--- src/rtl/clk_div_pkg.sv ---
`default_nettype none
// ============================================================================
//  Module      : clk_div_pkg
//  Description : Shared constants and helper functions for the clock divider
//                bank: channel-index width, half-period computation and the
//                per-channel reset divisor.
//  Revision    : 1.0 - initial release
// ============================================================================
package clk_div_pkg;

    // Widest divisor the helpers support; half_of() works one bit wider so
    // that (div + 2) never overflows even for an all-ones divisor.
    localparam int MAX_DW = 32;

    // Width of a channel-select field; a single channel still needs one bit.
    function automatic int ch_width(input int n);
        return (n > 1) ? $clog2(n) : 1;
    endfunction

    // ceil(P/2) where P = div + 1, i.e. the number of high cycles per period.
    function automatic logic [MAX_DW:0] half_of(input logic [MAX_DW-1:0] div);
        return ({1'b0, div} + (MAX_DW+1)'(2)) >> 1;
    endfunction

    // Reset divisor of channel i: 2^(i+1)-1 in cascade mode, else 1 (P=2).
    function automatic int def_div(input int i, input int cascade);
        return (cascade != 0) ? ((2 ** (i + 1)) - 1) : 1;
    endfunction

endpackage : clk_div_pkg
`default_nettype wire

--- src/rtl/clk_div_chan.sv ---
`default_nettype none
// ============================================================================
//  Module      : clk_div_chan
//  Description : One divider channel. Counts enabled cycles modulo P=div+1,
//                emits a one-cycle tick at each wrap and a near-50% waveform
//                (extra cycle high for odd P). Divisor writes are staged in
//                r_div_pend and take effect at the next wrap or sync.
//  Ports       : clk       - system clock
//                rst       - synchronous active-high reset
//                i_en      - count enable
//                i_sync    - restart the channel (phase align)
//                i_wr      - divisor write strobe for this channel
//                i_wdata   - divisor value (P = i_wdata + 1)
//                o_tick    - registered one-cycle wrap pulse
//                o_div_out - registered divided waveform
//  Revision    : 1.0 - initial release
// ============================================================================
module clk_div_chan
    import clk_div_pkg::*;
#(
    parameter int DW      = 8,
    parameter int DEF_DIV = 1
) (
    input  logic          clk,
    input  logic          rst,
    input  logic          i_en,
    input  logic          i_sync,
    input  logic          i_wr,
    input  logic [DW-1:0] i_wdata,
    output logic          o_tick,
    output logic          o_div_out
);

    localparam logic [DW-1:0] C_DEF_DIV = DW'(DEF_DIV);

    logic [DW-1:0]   r_cnt;
    logic [DW-1:0]   r_div_act;
    logic [DW-1:0]   r_div_pend;
    logic            r_tick;
    logic            r_div_out;

    logic            w_wrap;
    logic [DW-1:0]   w_cnt_next;
    logic [DW-1:0]   w_div_next;
    logic [MAX_DW:0] w_half_next;

    // Next-state values for an enabled cycle. The waveform is derived from
    // the post-update count and divisor so that the first cycle of a new
    // period already reflects the newly applied divisor.
    always_comb begin
        w_wrap      = (r_cnt == r_div_act);
        w_cnt_next  = w_wrap ? '0 : (r_cnt + DW'(1));
        w_div_next  = w_wrap ? r_div_pend : r_div_act;
        w_half_next = half_of(MAX_DW'(w_div_next));
    end

    always_ff @(posedge clk) begin
        if (rst) begin
            r_cnt      <= '0;
            r_div_act  <= C_DEF_DIV;
            r_div_pend <= C_DEF_DIV;
            r_tick     <= 1'b0;
            r_div_out  <= 1'b0;
        end else begin
            // A write always lands in the staging register; a write during a
            // wrap is therefore picked up at the following wrap.
            if (i_wr) begin
                r_div_pend <= i_wdata;
            end

            if (i_sync) begin
                r_cnt     <= '0;
                // Write-through: a write coinciding with sync is used at once.
                r_div_act <= i_wr ? i_wdata : r_div_pend;
                r_tick    <= 1'b0;
                r_div_out <= 1'b1;
            end else if (i_en) begin
                r_cnt     <= w_cnt_next;
                r_div_act <= w_div_next;
                r_tick    <= w_wrap;
                r_div_out <= ((MAX_DW+1)'(w_cnt_next) < w_half_next);
            end else begin
                r_tick    <= 1'b0;
            end
        end
    end

    assign o_tick    = r_tick;
    assign o_div_out = r_div_out;

endmodule : clk_div_chan
`default_nettype wire

--- src/rtl/clk_div_bank.sv ---
`default_nettype none
// ============================================================================
//  Module      : clk_div_bank
//  Description : Multi-channel synchronous clock divider. All channels run on
//                clk and produce enable ticks plus divided waveforms; a
//                masked AND of the waveforms is registered onto combo_out.
//  Ports       : clk        - system clock
//                reset      - synchronous active-low reset
//                en         - global count enable
//                sync       - restart all channels together
//                cfg_we     - divisor write strobe
//                cfg_ch     - channel selected by the write
//                cfg_div    - new divisor (P = cfg_div + 1)
//                combo_mask - channels included in combo_out
//                tick       - per-channel one-cycle pulses
//                div_out    - per-channel divided waveforms
//                combo_out  - registered AND of the masked div_out bits
//  Revision    : 1.0 - initial release
// ============================================================================
module clk_div_bank
    import clk_div_pkg::*;
#(
    parameter  int NCH         = 4,
    parameter  int DW          = 8,
    parameter  int CASCADE_DEF = 1,
    localparam int CH_W        = ch_width(NCH)
) (
    input  logic            clk,
    input  logic            reset,
    input  logic            en,
    input  logic            sync,
    input  logic            cfg_we,
    input  logic [CH_W-1:0] cfg_ch,
    input  logic [DW-1:0]   cfg_div,
    input  logic [NCH-1:0]  combo_mask,
    output logic [NCH-1:0]  tick,
    output logic [NCH-1:0]  div_out,
    output logic            combo_out
);

    logic            w_rst;
    logic [NCH-1:0]  w_wr;
    logic [NCH-1:0]  w_tick;
    logic [NCH-1:0]  w_div_out;
    logic            r_combo;

    // Channels use an active-high reset internally.
    assign w_rst = ~reset;

    // Out-of-range cfg_ch values match no channel and are thus ignored.
    generate
        for (genvar i = 0; i < NCH; i++) begin : g_ch
            localparam int unsigned C_IDX = i;

            assign w_wr[i] = cfg_we && (32'(cfg_ch) == C_IDX);

            clk_div_chan #(
                .DW      (DW),
                .DEF_DIV (def_div(i, CASCADE_DEF))
            ) u_chan (
                .clk       (clk),
                .rst       (w_rst),
                .i_en      (en),
                .i_sync    (sync),
                .i_wr      (w_wr[i]),
                .i_wdata   (cfg_div),
                .o_tick    (w_tick[i]),
                .o_div_out (w_div_out[i])
            );
        end
    endgenerate

    // Unmasked channels read as 1 in the reduction; an empty mask would make
    // the AND trivially true, so it is forced low instead.
    always_ff @(posedge clk) begin
        if (!reset) begin
            r_combo <= 1'b0;
        end else begin
            r_combo <= (|combo_mask) && (&(w_div_out | ~combo_mask));
        end
    end

    assign tick      = w_tick;
    assign div_out   = w_div_out;
    assign combo_out = r_combo;

endmodule : clk_div_bank
`default_nettype wire

--- config.mk ---
export PLATFORM = sky130hd
export DESIGN_NAME = clk_div_bank
export DESIGN_NICKNAME = d
export VERILOG_FILES = /design/src/rtl/clk_div_pkg.sv /design/src/rtl/clk_div_chan.sv /design/src/rtl/clk_div_bank.sv
export SDC_FILE = /design/constraint.sdc
export NUM_CORES = 1
export LEC_CHECK = 0
export BUFFER_PORTS_ARGS = -buffer_cell sky130_fd_sc_hd__buf_2
export CORE_ASPECT_RATIO = 0.75
export CORE_MARGIN = 4
export CORE_UTILIZATION = 45
export DETAILED_ROUTE_END_ITERATION = 6
export PLACE_DENSITY = 0.62
export SYNTH_ARGS = -nofsm -noshare
export SYNTH_HDL_FRONTEND = slang
export SYNTH_HIERARCHICAL = 1
export SYNTH_SLANG_ARGS = --single-unit
export TNS_END_PERCENT = 5
--- constraint.sdc ---
create_clock -name clk -period 6.6 [get_ports clk]
set_input_delay 0 -clock clk [delete_from_list [all_inputs] [get_ports clk]]
set_output_delay 0 -clock clk [all_outputs]
set_load 0.02 [all_outputs]
Yosys cells after proc, flatten, opt, wreduce, memory -nomap -nowiden
Index checks and enable logic that the tools add are counted.
{"block": "op_classes", "order_cmp": 4, "reduce_logical": 11, "n_bitwise": 4, "n_addsub": 8, "eq_ne": 7, "mux": 28}
{"op": "8-bit 2-to-1 mux", "n": 20}
{"op": "8-bit by 32-bit < comparator with 1-bit output", "n": 4}
{"op": "8-bit by 2-bit adder with 9-bit output (second input constant)", "n": 4}
{"op": "8-bit by 1-bit adder with 8-bit output (second input constant)", "n": 4}
{"op": "8-bit equality test", "n": 4}
{"op": "1-bit 2-to-1 mux", "n": 8}
{"op": "1-bit logical AND", "n": 5}
{"op": "2-bit equality test (second input constant)", "n": 2}
{"op": "4-bit NOT", "n": 1}
{"op": "4-bit bitwise OR", "n": 1}
{"op": "4-bit AND reduction", "n": 1}
{"op": "4-bit OR reduction", "n": 1}
{"op": "3-bit OR reduction", "n": 1}
{"op": "2-bit by 1-bit equality test with 1-bit output (second input constant)", "n": 1}
{"op": "2-bit logical NOT", "n": 1}
{"op": "1-bit NOT", "n": 2}
{"op": "2-bit nonzero test", "n": 1}
{"op": "2-bit OR reduction", "n": 1}
{"block": "word_totals", "register_bits": 105, "word_cells": 83, "output_inout_bits": 9, "input_bits": 19}

Logic depth before layout (Yosys ltp)
Gate-level depths: netlist (run 1).
{"block": "depth", "word_depth": 6, "ltp_mapped": 19, "depth_no_buf": 16}

By module
Netlist (run 1), hierarchy kept.
{"module": "clk_div_chan (g_ch[0].u_chan)", "seq_area_each_um2": 520.5, "instances": 1, "cells_per_inst": 210, "area_each_um2": 1740.4}
{"module": "clk_div_chan (g_ch[2].u_chan)", "seq_area_each_um2": 520.5, "instances": 1, "cells_per_inst": 205, "area_each_um2": 1722.9}
{"module": "clk_div_chan (g_ch[3].u_chan)", "seq_area_each_um2": 520.5, "instances": 1, "cells_per_inst": 203, "area_each_um2": 1717.9}
{"module": "clk_div_chan (g_ch[1].u_chan)", "seq_area_each_um2": 520.5, "instances": 1, "cells_per_inst": 203, "area_each_um2": 1710.4}
{"module": "clk_div_bank", "seq_area_each_um2": 20.0, "instances": 1, "cells_per_inst": 14, "area_each_um2": 108.9}

Worst setup path after synthesis (run 1)
No wires, ideal clock.
{"block": "synth_timing", "path_kind": "register to register", "from": "register g_ch[1].u_chan.r_cnt[5]", "to": "register g_ch[1].u_chan.r_div_out", "period_less_slack_ns": 3.358, "arrival_time_ns": 3.225, "t_required_ns": 6.466, "path_stages_with_launch": 19, "path_buffers": 3, "slack_ns": 3.242, "path_cell_list": "dfxtp_1 > buf_6 > xor2_1 > nor4_1 > and2_1 > buf_6 > buf_6 > mux2_2 > ha_1 > and3_1 > nand3_1 > xnor2_1 > a21oi_1 > ha_1 > nand4_1 > a21oi_1 > nor3_1 > a221oi_1 > o22ai_1"}
{"block": "synth_between", "elab_chain_len": 6}
{"element": "from (decl)", "line": "clk_div_chan.sv:36", "text": "logic [DW-1:0] r_cnt;"}
{"element": "from (signal assigned)", "line": "clk_div_chan.sv:78", "text": "r_cnt <= w_cnt_next;"}
{"element": "8-bit equality test", "line": "clk_div_chan.sv:51", "text": "w_wrap = (r_cnt == r_div_act);"}
{"element": "8-bit 2-to-1 mux", "line": "clk_div_chan.sv:53", "text": "w_div_next = w_wrap ? r_div_pend : r_div_act;"}
{"element": "8-bit by 2-bit adder with 9-bit output", "line": "clk_div_pkg.sv:22", "text": "return ({1'b0, div} + (MAX_DW+1)'(2)) >> 1;"}
{"element": "8-bit by 32-bit < comparator with 1-bit output *", "line": "clk_div_chan.sv:81", "text": "r_div_out <= ((MAX_DW+1)'(w_cnt_next) < w_half_next);"}
{"element": "1-bit 2-to-1 mux *", "line": "clk_div_chan.sv:77", "text": "end else if (i_en) begin"}
{"element": "1-bit 2-to-1 mux *", "line": "clk_div_chan.sv:71", "text": "if (i_sync) begin"}
{"element": "to (signal assigned)", "line": "clk_div_chan.sv:81"}
{"element": "to (decl)", "line": "clk_div_chan.sv:40", "text": "logic r_div_out;"}
Every way passes the cells marked *; elsewhere a longest branch is shown, timed or not. The select of a mux whose other input is x is not followed.
A chain may end at the register's enable or synchronous reset.

Final worst setup path (run 1)
{"block": "layout_timing", "from": "register g_ch[0].u_chan.r_cnt[5]", "to": "register g_ch[0].u_chan.r_div_out"}
{"block": "layout_between", "elab_chain_len": 6}
{"element": "from (decl)", "line": "clk_div_chan.sv:36"}
{"element": "from (signal assigned)", "line": "clk_div_chan.sv:78"}
{"element": "8-bit equality test", "line": "clk_div_chan.sv:51"}
{"element": "8-bit 2-to-1 mux", "line": "clk_div_chan.sv:53"}
{"element": "8-bit by 2-bit adder with 9-bit output", "line": "clk_div_pkg.sv:22"}
{"element": "8-bit by 32-bit < comparator with 1-bit output *", "line": "clk_div_chan.sv:81"}
{"element": "1-bit 2-to-1 mux *", "line": "clk_div_chan.sv:77"}
{"element": "1-bit 2-to-1 mux *", "line": "clk_div_chan.sv:71"}
{"element": "to (signal assigned)", "line": "clk_div_chan.sv:81"}
{"element": "to (decl)", "line": "clk_div_chan.sv:40"}
Marked as above.

==> out/results.ini, run 1 <==
[yosys]
yosys.area.top_type = dfxtp_1
syn_nets = 890
synth.cell_area_um2 = 7000
ys.flop_type = dfxtp_1
yosysSeqAreaShare_pct = 30.0
syn-instance-count = 835
synth_edf_count = 0
synth_top_area_share_pct = 30.0
synth_cell_types = 49
synthTopCellsByArea = dfxtp_1 (30%), mux2i_1 (7.3%), xnor2_1 (6.5%)
synth.avg_cell_area_um2 = 8.38
synthArstFlopShare_pct = 0
ys_ff_latch = 105
synth.yosys.warnings = 6

[grt]
antenna_found_initial = 0
grt_pass1_wl_um = 27800
globalRoute.totalOverflow = 0
grt_usage_pct = 19.1
grt_pass1_vias = 5532
grt_max_degree = 70

[timing]
rsz0062_at_grt = false
setup_slack_ns = 2.25
hold_viol = 0
tns_ns = 0
tightest_slew_ns = 1.10
finalMaxSlewViolations = 0
post-route-min-period_ns = 4.35
fmax_mhz = 230
relSlewSlack_pct = 26.6
worst_clock_skew_ns = 0.00639
setup_viol_count_final = 0
fin_crit_sh_pct = 65.9
whs_ns = 0.0302

[die]
die_x_um = 152
io_pins = 28
core_um2 = 15200
start_util_pct = 46.0
fp.dieArea_um2 = 17600
num_rows = 39
die_h_um = 116

[route]
vias = 5809
drt_wl_total_um = 16800
first_iter_violations = 433
drc_errors = 0
drt_first_pass_iters = 5
via_per_inst = 5.57
routedWlPerCell_um = 16.1
final_antenna_net_count = 0

[status]
status = complete, no violations

[worst_hold_path]
hold_depth = 3
worstHoldPathType = primary input to flip-flop

[cells_and_area]
fillers = 1486
drive_above_1_share_pct = 9.92
area_growth_pct = 8.15
final_nets = 887
final_common_cell = dfxtp_1
antenna_cells = 0
stdcell_count = 1042
fin_util_pct = 49.7
layout_common_cells = dfxtp_1 (105), nor2_1 (98), nand2_1 (59)

[place]
dpl.hpwl_um = 11800
dpl_worst_slack_ns = 2.29
numPortBuffers = 27
gp_congestion = 0.888
post-place-cells = 1019

[power_and_ir_drop]
p_comb_share_pct = 14.1
ir_drop_uv = 119
leakage_nw = 3.07
pwr-share-clk_pct = 42.2
swShare_pct = 26.5
seqPwrFrac_pct = 43.7
switching_power_mw = 0.421
p_int_mw = 1.17
power_density_nw_per_um2 = 210

[run]
drv_cap = 0

[clock_tree]
cts_tree = done
clkTransAtPathRegs_ns = 0.08
insertion_delay_ns = 0.35
ctsLongestPathBuffers = 2
cts-resized-gates = 0
postCtsSetupRepairBufs = 0
htreeDepth = 3
clock-sinks = 105
clockRootBuffer = clkbuf_16
holdBufCountCts = 7
cts_buffers = 9

[critical_path]
critPathRequiredTime_ns = 6.80
r2r.worst_path.cells = 15
path_class = flip-flop to flip-flop
crit_arrival_ns = 4.54
crit_path_end_kind = flip-flop
start_kind = flip-flop
crit_fanout = 33

-- state kept, by name, indices dropped and copies added, names as in the netlist --
register                cells
combo_out                   1
g_ch.u_chan/o_div_out       4
g_ch.u_chan/o_tick          4
g_ch.u_chan/r_cnt          32
g_ch.u_chan/r_div_act      32
g_ch.u_chan/r_div_pend     32
-- routing by layer --
metal	GRT usage [%]	routed length [um]
met1	27.6	8530
met2	30.3	7460
met3	3.62	719
met4	3.17	74
met5	0	0
-- path summary, 6_finish.rpt --
kind	startpoint	to	slack (ns)
max	g_ch[0].u_chan/r_cnt[5]$_SDFFE_PP0P_	g_ch[0].u_chan/o_div_out$_SDFFE_PP0P_	2.25
max reg2reg	g_ch[0].u_chan/r_cnt[5]$_SDFFE_PP0P_	g_ch[0].u_chan/o_div_out$_SDFFE_PP0P_	2.25
min	cfg_div[5]	g_ch[3].u_chan/r_div_pend[5]$_SDFF_PP0_	0.03
min reg2reg	g_ch[3].u_chan/r_cnt[1]$_SDFFE_PP0P_	g_ch[3].u_chan/r_cnt[1]$_SDFFE_PP0P_	0.52
-- stage by stage --
step           power, mW  area (um^2)
2_1_floorplan      0.868         7000
3_5_place_dp       0.927         7130
6_report            1.59         7570
3_3_place_gp       0.921         7130
4_1_cts             1.61         7570
5_1_grt             1.66         7570
-- worst max-delay path, stage by stage, from the launching register on --
cell	delay, ns
dfxtp_1	0.45
xor2_1	0.12
nor4_2	0.42
and2_1	0.91
mux2_2	0.43
ha_1	0.23
and3_1	0.22
nand3_1	0.10
xnor2_1	0.12
a21oi_1	0.10
ha_1	0.36
nand4_1	0.13
a21oi_1	0.17
nor3_1	0.06
a221oi_1	0.26
o22ai_1	0.12
-- area by class of cell --
type                       count  area [um^2]  area share, %
multi-input combinational    654         4510           59.6
sequential                   105         2100           27.8
tap                          205          256           3.39
timing repair buffer          38          235           3.11
clock buffer                   9          225           2.97
clock inverter                 7          149           1.97
inverter                      24         90.1           1.19
-- synthesized netlist by cell type, drive strengths merged (12+ instances only) --
| library cell | instances |
|---|---|
| ha | 36 |
| xor2 | 40 |
| o21ai | 43 |
| a31o | 16 |
| nand3 | 32 |
| clkbuf | 30 |
| buf | 22 |
| nand2 | 59 |
| o311a | 15 |
| xnor2 | 52 |
| nor4b | 12 |
| and3 | 21 |
| nor3 | 12 |
| dfxtp | 105 |
| nor2b | 18 |
| nor2 | 98 |
| mux2i | 51 |
| inv | 23 |
| a21oi | 47 |
-- cell families (layout without fill, tap and decap cells) --
kind of cell,count (synthesis),in the layout,share of synthesized area [%]
XOR/XNOR,92,92,11.5
buffers and inverters,76,78,5.50
AO/OA/AOI/OAI,164,164,15.8
multiplexers,59,59,8.58
adder cells (fa/ha/maj),36,36,6.43
AND/OR/NAND/NOR,303,303,22.2
flip-flops,105,105,30.0
-- power groups by stage --
stage          Combinational [mW]  Sequential [mW]  Clock, mW
2_1_floorplan               0.168            0.701          0
3_3_place_gp                0.214            0.707          0
3_5_place_dp                0.220            0.708          0
4_1_cts                     0.225            0.693      0.689
5_1_grt                     0.254            0.698      0.711
6_report                    0.225            0.693      0.670
(Power assumes the default switching activity.)
==> run 2: changes to the inputs <==
--- a/config.mk
+++ b/config.mk
@@ -10,7 +10,7 @@
 export CORE_MARGIN = 4
 export CORE_UTILIZATION = 45
 export DETAILED_ROUTE_END_ITERATION = 6
-export PLACE_DENSITY = 0.62
+export PLACE_DENSITY = 0.65
 export SYNTH_ARGS = -nofsm -noshare
 export SYNTH_HDL_FRONTEND = slang
 export SYNTH_HIERARCHICAL = 1
==> constraint.sdc (replaced) <==
create_clock -name clk -period 3.8 [get_ports clk]
set_input_delay 0 -clock clk [delete_from_list [all_inputs] [get_ports clk]]
set_output_delay 0 -clock clk [all_outputs]
set_load 0.02 [all_outputs]
==> run 2 against run 1 <==
  * Sequential power rose by 73%
  * Sequential share of layout area is essentially flat
  * Die area stayed put
  * Utilization is essentially flat
  * Critical path type unchanged
==> out/results.ini, run 2 (synthesized netlist as in run 1, its figures left out) <==
[status]
status = complete, no violations

[cells_and_area]
area_growth_pct = 8.20  ; about the same
layout_common_cells = dfxtp_1 (104), nor2_1 (98), nand2_1 (59)
stdcell_count = 1050  ; +0.77%
fillers = 1532  ; +3.1%
top_regs = g_ch.u_chan/r_cnt: 32 flops, g_ch.u_chan/r_div_act: 32 flops, g_ch.u_chan/r_div_pend: 32 flops
drive_above_1_share_pct = 11.4  ; +1.4 points
final_common_cell = dfxtp_1
final_nets = 896  ; +1.0%
antenna_cells = 0  ; unchanged

[die]
die_h_um = 116  ; unchanged
io_pins = 28  ; unchanged
start_util_pct = 46.0  ; unchanged
die_x_um = 152  ; unchanged
num_rows = 39  ; unchanged
fp.dieArea_um2 = 17600  ; unchanged
core_um2 = 15200  ; unchanged

[clock_tree]
clkTransAtPathRegs_ns = 0.07  ; about the same
ctsLongestPathBuffers = 2  ; unchanged
htreeDepth = 3  ; unchanged
cts_buffers = 9  ; unchanged
insertion_delay_ns = 0.35  ; about the same
cts_tree = done
clockRootBuffer = clkbuf_16
clock-sinks = 105  ; unchanged
postCtsSetupRepairBufs = 0  ; unchanged

[grt]
grt_usage_pct = 19.0  ; -0.10 points
grt_pass1_vias = 5291  ; -4.4%
grt_max_degree = 41  ; -41%
globalRoute.totalOverflow = 0  ; unchanged
antenna_found_initial = 0  ; unchanged
grt_pass1_wl_um = 27500  ; -0.94%

[place]
dpl.hpwl_um = 12000  ; +1.3%
post-place-cells = 1030  ; +1.1%
numPortBuffers = 27  ; unchanged
gp_congestion = 0.857  ; -3.4%

[critical_path]
r2r.worst_path.cells = 15  ; unchanged
setup.worst_path.start = g_ch[0].u_chan/r_cnt[5]$_SDFFE_PP0P_
crit_path_end_kind = flip-flop
cp_slowest_stage_delay_ns = 0.45  ; -0.46 ns
r2r-end = g_ch[0].u_chan/o_div_out$_SDFFE_PP0P_
worstPathCellList = xor2_1 -> nor4_2 -> and2_1 -> mux2_2 -> ha_1 -> and3_1 -> nand3_1 -> xnor2_1 -> a21oi_1 -> ha_1 -> nand4_1 -> a21oi_1 -> nor3_1 -> a221oi_1 -> o22ai_1
start_kind = flip-flop
crit_arrival_ns = 3.76  ; -0.78 ns
crit_fanout = 6  ; -82%
critPathRequiredTime_ns = 4.00  ; -2.80 ns
r2r-start = g_ch[0].u_chan/r_cnt[5]$_SDFFE_PP0P_
path_class = flip-flop to flip-flop
r2r_setup_slack_ns = 0.24  ; -2.01 ns
endpoint = g_ch[0].u_chan/o_div_out$_SDFFE_PP0P_
worst_path_max_delay_cell = dfxtp_1

[timing]
fin_crit_sh_pct = 93.6  ; +28 points
post-route-min-period_ns = 3.56  ; -0.789 ns
fmax_mhz = 281  ; +22%
tightest_slew_ns = 0.989  ; -0.111 ns
relSlewSlack_pct = 33.8  ; +7.2 points
tns_ns = 0  ; unchanged
hold_viol = 0  ; unchanged
rsz0062_at_grt = true
finalMaxSlewViolations = 0  ; unchanged
worst_clock_skew_ns = 0.00585  ; -0.000547 ns
setup_viol_count_final = 0  ; unchanged

[power_and_ir_drop]
ir_drop_uv = 212  ; +78%
power_density_nw_per_um2 = 338  ; +61%
total_power_mw = 2.56  ; +61%
leakage_nw = 3.08  ; +0.40%

[worst_hold_path]
worstHoldPathType = primary input to flip-flop

[route]
drt_wl_total_um = 16500  ; -1.5%
final_antenna_net_count = 0  ; unchanged
via_per_inst = 5.54  ; -0.57%
routedWlPerCell_um = 15.7  ; -2.3%
first_iter_violations = 430  ; -0.69%
drc_errors = 0  ; unchanged
vias = 5820  ; +0.19%
drt_first_pass_iters = 5  ; unchanged

[run]
drv_cap = 0  ; unchanged

==> run 2: worst min path at each step <==
stage / slack (ns) / depth (start not counted) / endpoint / startpoint
6_report: 0.009 / 4 / combo_out$_SDFF_PN0_ / combo_mask[1]
3_5_place_dp: 0.30 / 2 / combo_out$_SDFF_PN0_ / combo_mask[2]
2_1_floorplan: 0.09 / 1 / combo_out$_SDFF_PN0_ / combo_mask[2]
3_3_place_gp: 0.29 / 2 / combo_out$_SDFF_PN0_ / combo_mask[2]
4_1_cts: 0.003 / 4 / combo_out$_SDFF_PN0_ / combo_mask[1]
5_1_grt: 0.03 / 4 / combo_out$_SDFF_PN0_ / combo_mask[1]
==> run 2: power breakdown <==
group	internal [mW]	total, mW	leakage, nW	switching [mW]
clock	0.529	0.955	0.146	0.427
sequential	1.15	1.20	0.858	0.0585
combinational	0.167	0.399	2.08	0.232
total	1.84	2.56	3.08	0.717
==> run 2: stage by stage <==
| stage | util [%] | area, um^2 | hold slack (ns) | setup slack [ns] |
|---|---|---|---|---|
| 5_1_grt | 49.8 | 7570 | 0.0328 | -0.0249 |
| 3_5_place_dp | 47.4 | 7210 | 0.299 | 0.288 |
| 6_report | 49.8 | 7570 | 0.00946 | 0.241 |
| 2_1_floorplan | - | 7000 | 0.0887 | 0.442 |
| 3_3_place_gp | 47.4 | 7210 | 0.291 | 0.299 |
| 4_1_cts | 49.6 | 7550 | 0.00347 | 0.261 |
==> run 2: what timing repair did <==
action / CTS / global route
hold endpoints to repair: 9 / 0
hold buffers: 5 / 0
setup endpoints to repair: 0 / 3
resized for setup: 0 / 4
==> run 2: layout make-up <==
class                           count  area (um^2)  share of cell area (%)
Tap cell                          205          256                    3.39
Multi-Input combinational cell    654         4530                    59.8
Clock inverter                      4         52.6                   0.694
Timing Repair Buffer               47          298                    3.93
Sequential cell                   105         2100                    27.8
Clock buffer                       11          243                    3.20
Inverter                           24         90.1                    1.19
==> run 2: metal layers <==
layer	global-route usage, %	share of wire (%)	up-vias
li1	-	-	2997
met4	4.49	1.4	0
met3	3.32	3.8	15
met5	0	0	-
met1	29.7	56	2700
met2	26.8	39	108
==> run 2: critical path, delay by kind of cell (launching register included) <==
family                   cells  cell delay [ns]
AND/OR/NAND/NOR              6             1.18
AO/OA/AOI/OAI                4             0.67
adder cells (fa/ha/maj)      2             0.54
flip-flops                   1             0.45
multiplexers                 1             0.34
XOR/XNOR                     2             0.24
